`src/rtl/ascon_pkg.sv`:
```
// ASCON-128 shared definitions: IV and padding constants,
// permutation state type, decrypt FSM encoding, round constants.
package ascon_pkg;

    localparam logic [63:0] ASCON_IV  = 64'h80400C0600000000;
    localparam logic [63:0] ASCON_PAD = 64'h8000000000000000;

    // x0 is element 0 and holds the rate word
    typedef logic [4:0][63:0] state_t;

    typedef enum logic [2:0] {
        ST_IDLE,
        ST_INIT,
        ST_WAIT_AD,
        ST_PROC_AD,
        ST_WAIT_CT,
        ST_PROC_CT,
        ST_FINAL
    } fsm_e;

    function automatic logic [7:0] round_const(input logic [3:0] r);
        return {4'd15 - r, r};
    endfunction

endpackage

```
`src/rtl/ascon_round.sv`:
```
// One ASCON permutation round, purely combinational:
// constant addition, bitsliced S-box layer, linear diffusion layer.
module ascon_round
    import ascon_pkg::*;
(
    input  state_t     s_i,
    input  logic [3:0] r_i,
    output state_t     s_o
);

    function automatic logic [63:0] ror(
        input logic [63:0] x,
        input int unsigned n
    );
        return (x >> n) | (x << (64 - n));
    endfunction

    logic [63:0] x0, x1, x2, x3, x4;
    logic [63:0] t0, t1, t2, t3, t4;

    // Single round: add constant to x2, S-box across all 64 slices, diffuse
    always_comb begin
        x0 = s_i[0];
        x1 = s_i[1];
        x2 = s_i[2] ^ {56'd0, round_const(r_i)};
        x3 = s_i[3];
        x4 = s_i[4];

        x0 = x0 ^ x4;
        x4 = x4 ^ x3;
        x2 = x2 ^ x1;

        t0 = ~x0 & x1;
        t1 = ~x1 & x2;
        t2 = ~x2 & x3;
        t3 = ~x3 & x4;
        t4 = ~x4 & x0;

        x0 = x0 ^ t1;
        x1 = x1 ^ t2;
        x2 = x2 ^ t3;
        x3 = x3 ^ t4;
        x4 = x4 ^ t0;

        x1 = x1 ^ x0;
        x0 = x0 ^ x4;
        x3 = x3 ^ x2;
        x2 = ~x2;

        s_o[0] = x0 ^ ror(x0, 19) ^ ror(x0, 28);
        s_o[1] = x1 ^ ror(x1, 61) ^ ror(x1, 39);
        s_o[2] = x2 ^ ror(x2, 1)  ^ ror(x2, 6);
        s_o[3] = x3 ^ ror(x3, 10) ^ ror(x3, 17);
        s_o[4] = x4 ^ ror(x4, 7)  ^ ror(x4, 41);
    end

endmodule

```
`src/rtl/ascon128_decrypt.sv`:
```
// ASCON-128 authenticated decryption: one padded AD block, N_BLOCKS
// ciphertext blocks, one round per cycle, tag recomputed and compared.
module ascon128_decrypt
    import ascon_pkg::*;
#(
    parameter int N_BLOCKS = 3
) (
    input  logic         clock_i,
    input  logic         resetb_i,
    input  logic         start_i,
    input  logic [127:0] key_i,
    input  logic [127:0] nonce_i,
    input  logic [127:0] tag_i,
    input  logic         data_valid_i,
    input  logic [63:0]  data_i,
    output logic         ready_o,
    output logic [63:0]  plain_o,
    output logic         plain_valid_o,
    output logic [127:0] tag_o,
    output logic         auth_ok_o,
    output logic         end_o
);

    localparam int BW = $clog2(N_BLOCKS + 1);

    fsm_e          state_q, state_d;
    state_t        s_q, s_d, s_rnd;
    logic [3:0]    rnd_q, rnd_d;
    logic [BW-1:0] blk_q, blk_d;
    logic [127:0]  key_q, key_d;
    logic [127:0]  exp_q, exp_d;
    logic [127:0]  tag_q, tag_d;
    logic [63:0]   plain_q, plain_d;
    logic          pv_q, pv_d;
    logic          ok_q, ok_d;
    logic          end_q, end_d;

    logic          last_rnd;
    logic [127:0]  tag_calc;

    ascon_round u_round (
        .s_i (s_q),
        .r_i (rnd_q),
        .s_o (s_rnd)
    );

    assign last_rnd = (rnd_q == 4'd11);
    assign tag_calc = {s_rnd[3], s_rnd[4]} ^ key_q;
    assign ready_o  = (state_q == ST_WAIT_AD) || (state_q == ST_WAIT_CT);

    // Next-state logic: FSM, permutation state, counters and outputs
    always_comb begin
        state_d = state_q;
        s_d     = s_q;
        rnd_d   = rnd_q;
        blk_d   = blk_q;
        key_d   = key_q;
        exp_d   = exp_q;
        tag_d   = tag_q;
        plain_d = plain_q;
        ok_d    = ok_q;
        pv_d    = 1'b0;
        end_d   = 1'b0;

        unique case (state_q)
            ST_IDLE: begin
                if (start_i) begin
                    s_d[0]  = ASCON_IV;
                    s_d[1]  = key_i[127:64];
                    s_d[2]  = key_i[63:0];
                    s_d[3]  = nonce_i[127:64];
                    s_d[4]  = nonce_i[63:0];
                    key_d   = key_i;
                    exp_d   = tag_i;
                    ok_d    = 1'b0;
                    rnd_d   = 4'd0;
                    blk_d   = '0;
                    state_d = ST_INIT;
                end
            end
            ST_INIT: begin
                s_d   = s_rnd;
                rnd_d = rnd_q + 4'd1;
                if (last_rnd) begin
                    s_d[3]  = s_rnd[3] ^ key_q[127:64];
                    s_d[4]  = s_rnd[4] ^ key_q[63:0];
                    state_d = ST_WAIT_AD;
                end
            end
            ST_WAIT_AD: begin
                if (data_valid_i) begin
                    s_d[0]  = s_q[0] ^ data_i;
                    rnd_d   = 4'd6;
                    state_d = ST_PROC_AD;
                end
            end
            ST_PROC_AD: begin
                s_d   = s_rnd;
                rnd_d = rnd_q + 4'd1;
                if (last_rnd) begin
                    s_d[4][0] = ~s_rnd[4][0];
                    state_d   = ST_WAIT_CT;
                end
            end
            ST_WAIT_CT: begin
                if (data_valid_i) begin
                    plain_d = s_q[0] ^ data_i;
                    pv_d    = 1'b1;
                    blk_d   = blk_q + BW'(1);
                    if (blk_q == BW'(N_BLOCKS - 1)) begin
                        s_d[0]  = data_i ^ ASCON_PAD;
                        s_d[1]  = s_q[1] ^ key_q[127:64];
                        s_d[2]  = s_q[2] ^ key_q[63:0];
                        rnd_d   = 4'd0;
                        state_d = ST_FINAL;
                    end else begin
                        s_d[0]  = data_i;
                        rnd_d   = 4'd6;
                        state_d = ST_PROC_CT;
                    end
                end
            end
            ST_PROC_CT: begin
                s_d   = s_rnd;
                rnd_d = rnd_q + 4'd1;
                if (last_rnd) begin
                    state_d = ST_WAIT_CT;
                end
            end
            ST_FINAL: begin
                s_d   = s_rnd;
                rnd_d = rnd_q + 4'd1;
                if (last_rnd) begin
                    tag_d   = tag_calc;
                    ok_d    = (tag_calc == exp_q);
                    end_d   = 1'b1;
                    state_d = ST_IDLE;
                end
            end
            default: begin
                state_d = ST_IDLE;
            end
        endcase
    end

    // State and output registers, all cleared by the asynchronous reset
    always_ff @(posedge clock_i or negedge resetb_i) begin
        if (!resetb_i) begin
            state_q <= ST_IDLE;
            s_q     <= '0;
            rnd_q   <= '0;
            blk_q   <= '0;
            key_q   <= '0;
            exp_q   <= '0;
            tag_q   <= '0;
            plain_q <= '0;
            pv_q    <= 1'b0;
            ok_q    <= 1'b0;
            end_q   <= 1'b0;
        end else begin
            state_q <= state_d;
            s_q     <= s_d;
            rnd_q   <= rnd_d;
            blk_q   <= blk_d;
            key_q   <= key_d;
            exp_q   <= exp_d;
            tag_q   <= tag_d;
            plain_q <= plain_d;
            pv_q    <= pv_d;
            ok_q    <= ok_d;
            end_q   <= end_d;
        end
    end

    assign plain_o       = plain_q;
    assign plain_valid_o = pv_q;
    assign tag_o         = tag_q;
    assign auth_ok_o     = ok_q;
    assign end_o         = end_q;

endmodule
```
`config.mk`:
```
export PLATFORM = sky130hd
export DESIGN_NAME = ascon128_decrypt
export DESIGN_NICKNAME = d
export VERILOG_FILES = /design/src/rtl/ascon_pkg.sv /design/src/rtl/ascon_round.sv /design/src/rtl/ascon128_decrypt.sv
export SDC_FILE = /design/constraint.sdc
export NUM_CORES = 2
export LEC_CHECK = 0
export BUFFER_PORTS_ARGS = -buffer_cell sky130_fd_sc_hd__buf_2
export CAP_MARGIN = 25
export CELL_PAD_IN_SITES_DETAIL_PLACEMENT = 1
export CELL_PAD_IN_SITES_GLOBAL_PLACEMENT = 1
export CORE_ASPECT_RATIO = 2
export CORE_MARGIN = 2
export CORE_UTILIZATION = 41
export DETAILED_ROUTE_END_ITERATION = 8
export PLACE_DENSITY_LB_ADDON = 0.1
export SYNTH_ARGS = -nofsm -noshare
export SYNTH_HDL_FRONTEND = slang
export SYNTH_SLANG_ARGS = --single-unit
export TNS_END_PERCENT = 100
```
`constraint.sdc`:
```
create_clock -name clock_i -period 4 [get_ports clock_i]
set_clock_uncertainty 0.1 [all_clocks]
set_input_delay 0.4 -clock clock_i [delete_from_list [all_inputs] [get_ports clock_i]]
set_output_delay 0.4 -clock clock_i [all_outputs]
set_load 0.03 [all_outputs]
```
==> metrics.md, run 1 <==
| Metric | Value |
|---|---|
| Outcome | `did not finish` |
| Stopped at | `global routing (5_1_grt)` |
| Run Error | `[ERROR GRT-0116] Global routing finished with congestion. Check the congestion regions in the DRC Viewer.` |
| Via count of the first global-routing pass | `about 80000` |
| Ys flop type | `dfrtp_1` |
| Synthesized area per cell | `roughly 8.5 µm²` |
| Syn_nets | `approximately 7300` |
| Post-synthesis simple-gate area fraction | `about 16%` |
| Yosys warnings | `0` |
| All-Layer GR Usage | `70.86%` |
| Share of the synthesized area in the top cell type | `about a third` |
| Post-synth cell types | `88` |
| DP HPWL | `approximately 340 mm` |
| Largest net degree at the start of global routing | `around 190` |
| Sequential element share of the synthesized area | `approximately a third` |
| Ports | `648` |
| Mapped Cells | `roughly 6800` |
| Main area contributors after synthesis | `dfrtp_1 (34%), xnor2_1 (14%), nand2_1 (8.6%)` |
| First-pass GRT wire length | `693.7 mm` |
| GRT overflow | `24` |
| Bufs on Longest Clock Path | `3` |
| CTS root buf | `clkbuf_16` |
| Post-synth EDFFs | `0` |
| Synth async-reset ratio | `100.0%` |
| Die Y | `around 530 µm` |
| RePlAce Congestion | `approximately 1.2` |
| Adder-Cell Fraction of Synth Area | `under 10%` |
| Biggest area consumer among synthesized cells | `dfrtp_1` |
| Setup WS pre-CTS | `-0.8828 ns` |
| Initial core utilization | `between 40% and 50%` |
| Clock Sinks | `780` |
| Main combinational cell family by area after synthesis | `XOR/XNOR gates` |
| H-tree levels | `3` |
| Most frequent cells after synthesis | `nand2_1 (1302), xnor2_1 (925), dfrtp_1 (780)` |
| Most frequent cell after synthesis | `nand2_1` |
| Row cnt | `~190` |
| #FFs+latches synth | `between 700 and 800` |
| Die extent in x | `about 270 µm` |
| XOR/XNOR Fraction of Synth Area | `between 20% and 30%` |
| Fraction of the mapped netlist area in compound gates | `14.87%` |
| Post-synthesis mux area share | `less than 1%` |
| Buffers on Ports | `~650` |
| Post-Synthesis Cell Area | `roughly 0.057 mm²` |
| TritonCTS Buffers | `slightly above 80` |
==> layer usage <==
layer | global-route usage (%) | overflow
met1 | 71.33 | 0
met2 | 92.19 | 16
met3 | 45.53 | 0
met4 | 77.82 | 8
met5 | 5.267 | 0
==> kinds of logic after synthesis <==
logic type / Yosys count
buffers and inverters: 648
and+or+nand+nor: 2151
xor gates and xnor gates: 1562
AOI/OAI and AO/OA: 1419
adders and majority gates: 163
muxes: 29
DFF: 780
==> metrics by stage <==
step / setup TNS [ns] / instance area [µm²] / instances / utilization [%]
3_5_place_dp: -0.8828 / 71850 / 10040 / 52.01
4_1_cts: -0.1186 / 78920 / 10540 / 57.14
2_1_floorplan: 0 / 57060 / 6752 / -
3_3_place_gp: -0.8701 / 71820 / 10040 / 51.99
==> repair_timing <==
item | in CTS
gates resized for setup | 78
hold buffers | 334
buffers inserted | 14
pin swaps | 37
endpoints found under the hold margin | 531
endpoints found under the setup margin | 1
==> run 2: changes to the inputs <==
- CELL_PAD_IN_SITES_DETAIL_PLACEMENT: 1 -> unset
- CELL_PAD_IN_SITES_GLOBAL_PLACEMENT: 1 -> unset
- CORE_ASPECT_RATIO: 2 -> unset
- CORE_UTILIZATION: 41 -> 40
- PLACE_DENSITY_LB_ADDON: 0.1 -> 0.15
- clock period: 4 -> 5.2 ns (I/O delays scaled with it)
==> run 2 against run 1 <==
Compared with the run above: the flow now finishes, with violations (setup timing); synthesized area unchanged; synthesized cell count unchanged.
==> metrics.md, run 2 <==
| Metric | Value |
|---|---|
| Die area | `~0.15 mm²` |
| Filler instances | `approximately 14000` |
| Post-Synthesis Cell Area | `0.05706 mm² (unchanged)` |
| Drt drc | `0` |
| Clock Pin Slew Worst Setup and Hold Paths | `roughly 0.07 ns` |
| Mapped Cells | `6752 (unchanged)` |
| CTS tree | `done` |
| Outcome | `finished, violations left` |
| Achievable Freq | `about 0.19 GHz` |
| Die extent in x | `381.7 µm (+43%)` |
| HP Start | `data_i[49]` |
| Worst setup SP type | `register` |
| Reg with most FFs | `s_q` |
| Die Y | `381.7 µm (-28%)` |
| Syn_nets | `7334 (unchanged)` |
| Area delta synth->final | `25.31%` |
| Fraction of layout cells with a size suffix above 1 | `18.61%` |
| Placed instance count | `9329 (-7.1%)` |
| Core area | `between 0.1 and 0.15 mm²` |
| Final WL | `between 300 and 400 mm` |
| Post-detailed-route via-to-cell ratio | `6.143` |
| Initial antenna violation count | `37` |
| Area of the multi-input gates | `0.03542 mm²` |
| Biggest area consumer among synthesized cells | `dfrtp_1` |
| Antenna-violating nets left | `0` |
| TritonCTS Buffers | `96 (+17%)` |
| Main area contributors after synthesis | `dfrtp_1 (34%), xnor2_1 (14%), nand2_1 (8.6%)` |
| Synthesized area per cell | `8.450 µm² (unchanged)` |
| Setup bufs post-CTS | `0 (-14)` |
| Final setup fails | `1` |
| All-Layer GR Usage | `50.89%` |
| Critical Path Fanout Max | `5` |
| Initial core utilization | `40.30% (-1.0 points)` |
| Worst Path Required | `about 5.7 ns` |
| Reg2reg end | `auth_ok_o$_DFFE_PN0P_` |
| H-tree levels | `3 (unchanged)` |
| Initial DRC Count | `around 9400` |
| Synth async-reset ratio | `100.0% (unchanged)` |
| Failing checks | `setup timing` |
| Yosys warnings | `0 (unchanged)` |
| GRT overflow | `0` |
| Sequential element share of the synthesized area | `34.21% (unchanged)` |
| Final std cells w/o fill | `around 9800` |
| Via count of the first global-routing pass | `between 50000 and 60000` |
| Bufs on Longest Clock Path | `3 (unchanged)` |
| Clock Sinks | `780 (unchanged)` |
| Worst reg2reg path depth | `13` |
| Ports | `648 (unchanged)` |
| First-pass GRT wire length | `between 500 and 600 mm` |
| #FFs+latches synth | `780 (unchanged)` |
| Worst slew pin tran | `about 1.4 ns` |
| Largest net degree at the start of global routing | `roughly 150` |
| Reg area | `slightly below 0.02 mm²` |
| Data arrival, critical path | `5.83 ns` |
| Worst hold slack | `a little over 0.009 ns` |
| Minimum clock period | `~5.3 ns` |
| Reg2reg setup slack | `-0.09 ns` |
| Most frequent cells after synthesis | `nand2_1 (1302), xnor2_1 (925), dfrtp_1 (780)` |
| Final nets | `8418` |
| Max-cap viol count | `0` |
| Post-synth cell types | `88 (unchanged)` |
| Via count | `~60000` |
| PnR worst setup slack | `-0.09004 ns` |
| Share of the synthesized area in the top cell type | `34.21% (unchanged)` |
| Setup WS pre-CTS | `0.2440 ns (+1.127 ns)` |
| Commonest non-fill, non-tap cells in the layout | `nand2_1 (1298), xnor2_1 (906), dfrtp_1 (780)` |
| Worst-Skew Late Latency | `between 0.7 and 0.8 ns` |
| RePlAce Congestion | `1.121 (-4.3%)` |
| Most common cell after layout, fill and taps aside | `nand2_1` |
| RR Startpoint | `rnd_q[2]$_DFFE_PN0P_` |
| CTS root buf | `clkbuf_16` |
| DP HPWL | `309.2 mm (-9.8%)` |
| Min-Delay Endpoint | `plain_o[49]$_DFFE_PN0P_` |
| RSZ-0062 raised after global routing | `no` |
| Relative slew slack | `6.008%` |
| Most frequent cell after synthesis | `nand2_1` |
| Setup crit end kind | `register` |
| Final hold vios | `0` |
| 1st-pass router iterations | `7` |
| Fin. max-slew vios | `0` |
| Fin crit share | `101.7%` |
| Setup Crit Path Kind | `reg -> reg` |
| Routed length per instance | `38.90 µm` |
| Buffers on Ports | `647 (unchanged)` |
| Hold Crit Class | `in -> reg` |
| Ys flop type | `dfrtp_1` |
| Row cnt | `138 (-28%)` |
| Post-synth EDFFs | `0 (unchanged)` |
| Hold depth | `3` |
| Max FFs per register | `320` |
==> run 2: cell counts after synthesis <==
No cell type changed its count.
==> run 2: layout make-up <==
type | instances | share of cell area [%]
Antenna cell | 17 | 0.05950
Clock buffer | 137 | 3.941
Clock inverter | 36 | 0.5985
Inverter | 200 | 1.050
Multi-Input combinational cell | 5324 | 49.53
Sequential cell | 780 | 27.30
Tap cell | 1890 | 3.307
Timing Repair Buffer | 1434 | 14.21
==> run 2: per-layer routing <==
| metal | track usage [%] | routed length, µm | share of wire [%] | vias up |
|---|---|---|---|---|
| met5 | 0 | 154 | 0.040 | - |
| met3 | 16.18 | 48170 | 13 | 968 |
| li1 | - | - | - | 24760 |
| met1 | 65.37 | 144800 | 38 | 30040 |
| met4 | 37.23 | 35060 | 9.2 | 18 |
| met2 | 71.40 | 153800 | 40 | 4532 |
==> run 2: logic make-up after synthesis <==
family / Yosys count / synth area share (%)
buffers and inverters: 648 / 4.421
and+or+nand+nor: 2151 / 15.76
muxes: 29 / 0.5109
xor gates and xnor gates: 1562 / 26.79
adders and majority gates: 163 / 3.445
DFF: 780 / 34.21
AOI/OAI and AO/OA: 1419 / 14.87
==> run 2: metrics by stage <==
stage	utilization [%]	area (µm²)	setup TNS [ns]
3_3_place_gp	45.93	65030	0
3_5_place_dp	46.04	65180	0
2_1_floorplan	-	57060	0
6_report	50.50	71500	-0.09004
4_1_cts	50.37	71310	0
5_1_grt	50.47	71460	0
==> run 2: worst max-delay path, cell delays in order, from the launching register on <==
cell and delay [ns]:
dfrtp_1 0.47, xor2_1 0.24, ha_1 0.29, xnor2_2 0.22, xnor2_1 0.52, buf_4 0.25
xnor2_1 0.19, xnor2_1 0.63, xor2_1 0.97, o22ai_1 0.17, nor3_1 0.18, nand4_1 0.29
or4_1 0.51, o21ai_1 0.14
==> run 2: timing repair <==
item | 4_1_cts | 5_1_grt
endpoints found under the setup margin | 0 | 1
hold endpoints to repair | 381 | 0
hold buffers | 288 | 0
gates resized for setup | 0 | 1
==> run 2: worst max path at each step <==
stage,start,end,cells past startpoint
after floorplan,rnd_q[0]$_DFFE_PN0P_,auth_ok_o$_DFFE_PN0P_,12
after global placement,s_q[92]$_DFFE_PN0P_,auth_ok_o$_DFFE_PN0P_,12
after detailed placement,s_q[25]$_DFFE_PN0P_,auth_ok_o$_DFFE_PN0P_,12
after CTS,s_q[25]$_DFFE_PN0P_,auth_ok_o$_DFFE_PN0P_,12
after global routing,rnd_q[2]$_DFFE_PN0P_,auth_ok_o$_DFFE_PN0P_,13
final,rnd_q[2]$_DFFE_PN0P_,auth_ok_o$_DFFE_PN0P_,13
Power of run 2 is left out: the tool's default activity adds up to more than one toggle a clock period on the data nets, which glitch-free logic cannot reach.
